### config.mk
export PLATFORM = sky130hd
export DESIGN_NAME = wb_initiator
export DESIGN_NICKNAME = d
export VERILOG_FILES = /design/src/rtl/wb_initiator.sv
export SDC_FILE = /design/constraint.sdc
export NUM_CORES = 1
export LEC_CHECK = 0
export ABC_AREA = 1
export CORE_MARGIN = 2
export CORE_UTILIZATION = 31
export DETAILED_ROUTE_END_ITERATION = 8
export GPL_TIMING_DRIVEN = 0
export PLACE_DENSITY = 0.64
export SYNTH_ARGS = -nofsm -noshare
export SYNTH_HDL_FRONTEND = slang
export SYNTH_SLANG_ARGS = --single-unit
### constraint.sdc
create_clock -name wb_clk_i -period 1.5 [get_ports wb_clk_i]
set_clock_uncertainty 0.05 [all_clocks]
set_input_delay 0.225 -clock wb_clk_i [delete_from_list [all_inputs] [get_ports wb_clk_i]]
set_output_delay 0.225 -clock wb_clk_i [all_outputs]
set_load 0.02 [all_outputs]
### src/rtl/wb_initiator.sv
// wb_initiator -- single-outstanding Wishbone classic-cycle initiator.
//
// Turns a valid/ready command into one Wishbone classic read or write cycle
// and returns a valid/ready response. Only one transfer is in flight at a
// time; throughput is at most one transfer every three cycles.
//
// Optional feature macro: WB_INITIATOR_TIMEOUT_EN
//   defined   : a bus-cycle counter aborts a transfer after TIMEOUT cycles
//               without ack and reports rsp_err=1.
//   undefined : no counter; BUS waits for ack indefinitely, rsp_err is 0.
//
// Parameters:
//   TIMEOUT    bus cycles to wait for ack before aborting (1..255)
//
// Ports:
//   wb_clk_i, wb_rst_ni         clock, asynchronous active-low reset
//   cmd_valid/cmd_ready         command handshake
//   cmd_we/adr/dat/sel          command fields (write flag, address, data, lanes)
//   rsp_valid/rsp_ready         response handshake
//   rsp_dat, rsp_err            read data (0 for writes/aborts), timeout flag
//   wbm_cyc_o/stb_o/we_o/sel_o/adr_o/dat_o   Wishbone initiator outputs
//   wbm_ack_i, wbm_dat_i        Wishbone responder acknowledge and read data
module wb_initiator #(
  parameter int unsigned TIMEOUT = 255
) (
  input  logic        wb_clk_i,
  input  logic        wb_rst_ni,
  input  logic        cmd_valid,
  output logic        cmd_ready,
  input  logic        cmd_we,
  input  logic [31:0] cmd_adr,
  input  logic [31:0] cmd_dat,
  input  logic [3:0]  cmd_sel,
  output logic        rsp_valid,
  input  logic        rsp_ready,
  output logic [31:0] rsp_dat,
  output logic        rsp_err,
  output logic        wbm_cyc_o,
  output logic        wbm_stb_o,
  output logic        wbm_we_o,
  output logic [3:0]  wbm_sel_o,
  output logic [31:0] wbm_adr_o,
  output logic [31:0] wbm_dat_o,
  input  logic        wbm_ack_i,
  input  logic [31:0] wbm_dat_i
);

  typedef enum logic [1:0] {
    IDLE = 2'd0,
    BUS  = 2'd1,
    RESP = 2'd2
  } state_t;

  state_t state;
  state_t state_next;
  logic   ready_q;
  logic   accept;
  logic   expire;
  logic   cyc;
  logic   rvalid;

  // ready_q is a register so cmd_ready stays low while reset is held and
  // has no combinational dependence on cmd_valid.
  assign accept    = (state == IDLE) && cmd_valid && ready_q;
  assign cmd_ready = ready_q;
  assign wbm_cyc_o = cyc;
  assign wbm_stb_o = cyc;
  assign rsp_valid = rvalid;

`ifdef WB_INITIATOR_TIMEOUT_EN
  logic [7:0] cnt;
  logic       err_q;

  assign expire  = (cnt == 8'(TIMEOUT - 1));
  assign rsp_err = err_q;

  always_ff @(posedge wb_clk_i or negedge wb_rst_ni) begin
    if (!wb_rst_ni) begin
      cnt <= '0;
    end else if (accept) begin
      cnt <= '0;
    end else if (state == BUS && !wbm_ack_i) begin
      cnt <= cnt + 8'd1;
    end
  end

  // Ack is tested first so a coincident ack and expiry completes normally.
  always_ff @(posedge wb_clk_i or negedge wb_rst_ni) begin
    if (!wb_rst_ni) begin
      err_q <= 1'b0;
    end else if (state == BUS) begin
      if (wbm_ack_i) begin
        err_q <= 1'b0;
      end else if (expire) begin
        err_q <= 1'b1;
      end
    end
  end
`else
  assign expire  = 1'b0;
  assign rsp_err = 1'b0;
`endif

  // State register: asynchronous reset drops cyc/stb immediately since
  // they are decoded from state.
  always_ff @(posedge wb_clk_i or negedge wb_rst_ni) begin
    if (!wb_rst_ni) begin
      state   <= IDLE;
      ready_q <= 1'b0;
    end else begin
      state   <= state_next;
      ready_q <= (state_next == IDLE);
    end
  end

  always_comb begin
    state_next = state;
    cyc        = 1'b0;
    rvalid     = 1'b0;
    unique case (state)
      IDLE: begin
        if (accept) state_next = BUS;
      end
      BUS: begin
        cyc = 1'b1;
        if (wbm_ack_i || expire) state_next = RESP;
      end
      RESP: begin
        rvalid = 1'b1;
        if (rsp_ready) state_next = IDLE;
      end
      default: begin
        state_next = IDLE;
      end
    endcase
  end

  // Bus request fields are only loaded on accept, so they stay stable for
  // the whole cycle regardless of what the command port does afterwards.
  always_ff @(posedge wb_clk_i or negedge wb_rst_ni) begin
    if (!wb_rst_ni) begin
      wbm_we_o  <= 1'b0;
      wbm_sel_o <= '0;
      wbm_adr_o <= '0;
      wbm_dat_o <= '0;
    end else if (accept) begin
      wbm_we_o  <= cmd_we;
      wbm_sel_o <= cmd_sel;
      wbm_adr_o <= cmd_adr;
      wbm_dat_o <= cmd_dat;
    end
  end

  always_ff @(posedge wb_clk_i or negedge wb_rst_ni) begin
    if (!wb_rst_ni) begin
      rsp_dat <= '0;
    end else if (state == BUS) begin
      if (wbm_ack_i) begin
        rsp_dat <= wbm_we_o ? '0 : wbm_dat_i;
      end else if (expire) begin
        rsp_dat <= '0;
      end
    end
  end

endmodule

==> flow_metrics.py <==
metrics = {
    "outcome": {
        "status": "complete, no violations",
    },
    "setup_path": {
        "crit_family": "flip-flops",
        "critPathMaxStageDelay_ps": 440,
        "crit_type": "reg2out",
        "cp-end-kind": "output pin",
        "rr_startpoint": "state[0]",
        "r2r-end": "rsp_dat[6]",
        "critPathCapture": "wbm_stb_o",
        "crit_fanout": 3,
        "reg2reg_depth": 5,
        "worst_setup_path_start_kind": "register",
        "cp_slowest_cell": "dfrtp_2",
        "startpoint": "state[0]",
        "crit_top_cell": "buf_4",
        "critical_path_buf_inv_count": 3,
        "crit_required_ps": 1220,
        "r2r_setup_slack_ps": 100,
        "timing.critical_path.depth": 4,
        "crit_chain": "inv_2 -> nor2_4 -> buf_4 -> buf_4",
        "worstPathArrival_ps": 1170,
    },
    "global_routing": {
        "grt_pass1_wl_mm": 19.5,
        "grt_antenna_before_repair": 0,
        "track_usage_pct": 17.1,
        "grt_pass1_vias": 3872,
        "globalRouteOverflowTotal": 0,
        "grt_start_max_net_pins": 62,
    },
    "synth": {
        "ys_ff_latch": 104,
        "synth_cells": 458,
        "synth_top_area_cell": "dfrtp_1",
        "synthArstFlopShare_pct": 100,
        "ys.flop_type": "dfrtp_1",
        "ys_seq_area_share_pct": 61.4,
        "yosys_warnings": 0,
        "avgSynthCellArea_sq_um": 9.25,
        "synth_area_leaders": "dfrtp_1, nand2_1, nand3_1",
        "yosysTopAreaCellShare_pct": 61.4,
        "synth_edf_count": 0,
        "syn_nets": 564,
        "synth_cell_types": 17,
        "syn_area_sq_um": 4240,
    },
    "finish": {
        "final_cell_mix": "nand2_1, clkdlybuf4s50_1, dfrtp_1, dlygate4sd2_1, nand3_1",
        "syn_to_final_growth_pct": 61.7,
        "drive_above_1_share_pct": 11.3,
        "layout.nets": 790,
        "utilization_pct": 51.5,
        "fillCellCount": 1270,
        "final_common_cell": "nand2_1",
        "finalInstanceArea_sq_um": 6850,
        "diodes": 0,
        "final_cell_count_no_fill": 865,
    },
    "floorplanning": {
        "core-area_sq_um": 13300,
        "row_count": 42,
        "num_io_pins": 212,
        "die-height_microns": 121,
        "fp.dieW_microns": 121,
        "dieArea_sq_um": 14600,
        "start_util_pct": 31.9,
    },
    "clock_network": {
        "clock_sinks": 104,
        "clockRootBuffer": "clkbuf_16",
        "cts_made_buffers": 9,
        "clk_latency_ps": 350,
        "ctsHtreeMaxLevel": 3,
        "path_clk_slew_ps": 70,
        "ctsLongestPathBuffers": 2,
        "cts_tree": "built",
    },
    "job": {
        "drv_cap": 0,
    },
    "routing": {
        "wl_per_cell_microns": 14.3,
        "finalWirelength_mm": 12.3,
        "vias": 3888,
        "ant_nets": 0,
        "via_per_inst": 4.49,
        "drt-initial-drc-count": 258,
        "first_pass_iters": 4,
        "drc": 0,
    },
    "pwr": {
        "p_seq_share_pct": 32.9,
        "clkPwrFrac_pct": 18.6,
        "power_frac_comb_pct": 48.5,
        "p_int_uw": 8590,
        "peakVddDrop_mv": 0.844,
        "power.switching_uw": 6200,
        "leakage_uw": 0.00357,
        "sw_frac_of_total_pct": 41.9,
        "power.total_uw": 14800,
        "power_density_nw_per_um2": 2160,
    },
    "place": {
        "dpl.hpwl_mm": 9.22,
        "routabilityCongestion": 0.764,
        "placedCellCount": 845,
        "portBuffers": 210,
        "dpl_worst_slack_ps": -199,
        "place_area_sq_um": 6580,
    },
    "timing": {
        "hold_violations": 0,
        "worstMarginPinSlew_ps": 591,
        "setup_ws_ps": 52.4,
        "timing.final.crit_share_pct": 96.5,
        "rsz0062_at_grt": "true",
        "setup_viol_count_final": 0,
        "drv_slew": 0,
        "slew_headroom_pct": 60.6,
        "fmax_mhz": 691,
        "period_needed_ps": 1450,
    },
    "min_path": {
        "hold_class": "in2async",
    },
}
[stage by stage]
stage          TNS, ps  hold WS, ps
3_5_place_dp     -8160          216
5_1_grt          -18.9          384
6_report             0          371
2_1_floorplan        0         -121
3_3_place_gp   -393700          402
4_1_cts          -13.4          369
[power by group through the flow]
stage / Combinational, uW / Sequential [uW] / Clock (uW)
floorplan: 2590 / 6540 / 0
global placement: 7970 / 4930 / 0
detailed placement: 8100 / 4980 / 0
CTS: 7170 / 4900 / 2820
global route: 7850 / 5050 / 2940
finish: 7160 / 4870 / 2750
[worst min path at each step]
stage / to / slack, ps / cells after the start
after global placement: wbm_dat_o[15] / 400 / 2
after floorplan: cmd_ready / -120 / 0
after global routing: wbm_dat_o[31] / 380 / 3
after detailed placement: wbm_adr_o[16] / 220 / 1
after CTS: wbm_adr_o[26] / 370 / 3
final: wbm_adr_o[16] / 370 / 2
[per-layer routing]
| layer | vias to the layer above | global-route usage, % | wire [microns] |
|---|---|---|---|
| li1 | 1911 | - | - |
| met1 | 1810 | 21.5 | 5140 |
| met2 | 146 | 27.9 | 5900 |
| met3 | 21 | 4.56 | 982 |
| met4 | 0 | 7.05 | 308 |
| met5 | - | 0 | 0 |
[cell type report]
class	instances	area, sq um	area share [%]
Multi-Input combinational cell	315	1410	20.6
Inverter	6	22.5	0.329
Tap cell	176	220	3.22
Clock buffer	11	253	3.69
Sequential cell	104	2610	38.0
Timing Repair Buffer	216	2030	29.6
Clock inverter	5	103	1.50
Buffer	32	205	3.00
[cell usage after synthesis (2+ instances only)]
library cell	count
nand2_1	205
dfrtp_1	104
nand3_1	71
o21ai_2	20
buf_2	13
o21ai_0	10
clkbuf_1	9
buf_6	7
inv_1	5
buf_4	4
nor2_1	3
o21ai_1	2
[sequential cells by signal (all words and copies together) (netlist names)]
name and count:
cmd_ready 1, rsp_dat 32, state 2, wbm_adr_o 32, wbm_dat_o 32, wbm_sel_o 4, wbm_we_o 1
[kinds of logic (layout without fill, tap and decap cells)]
group                  after synthesis  count (layout)  share of synthesized area [%]
other                                1               1                         0.0885
AO/OA/AOI/OAI                       32              32                           5.55
buffers and inverters               39             270                           5.44
AND/OR/NAND/NOR                    282             282                           27.5
flip-flops                         104             104                           61.4
[worst reg2reg max path: cells and delay by family (launching register included)]
family                 cells  cell delay [ps]
flip-flops                 1              440
buffers and inverters      3              570
AND/OR/NAND/NOR            1               80
AO/OA/AOI/OAI              1              140
[repair_timing]
item	CTS	global route
setup endpoints to repair	105	59
hold endpoints to repair	43	0
pin swaps	0	2
gates resized for setup	116	8
buffers inserted	0	4
hold buffers	1	0
(Power assumes the default switching activity.)
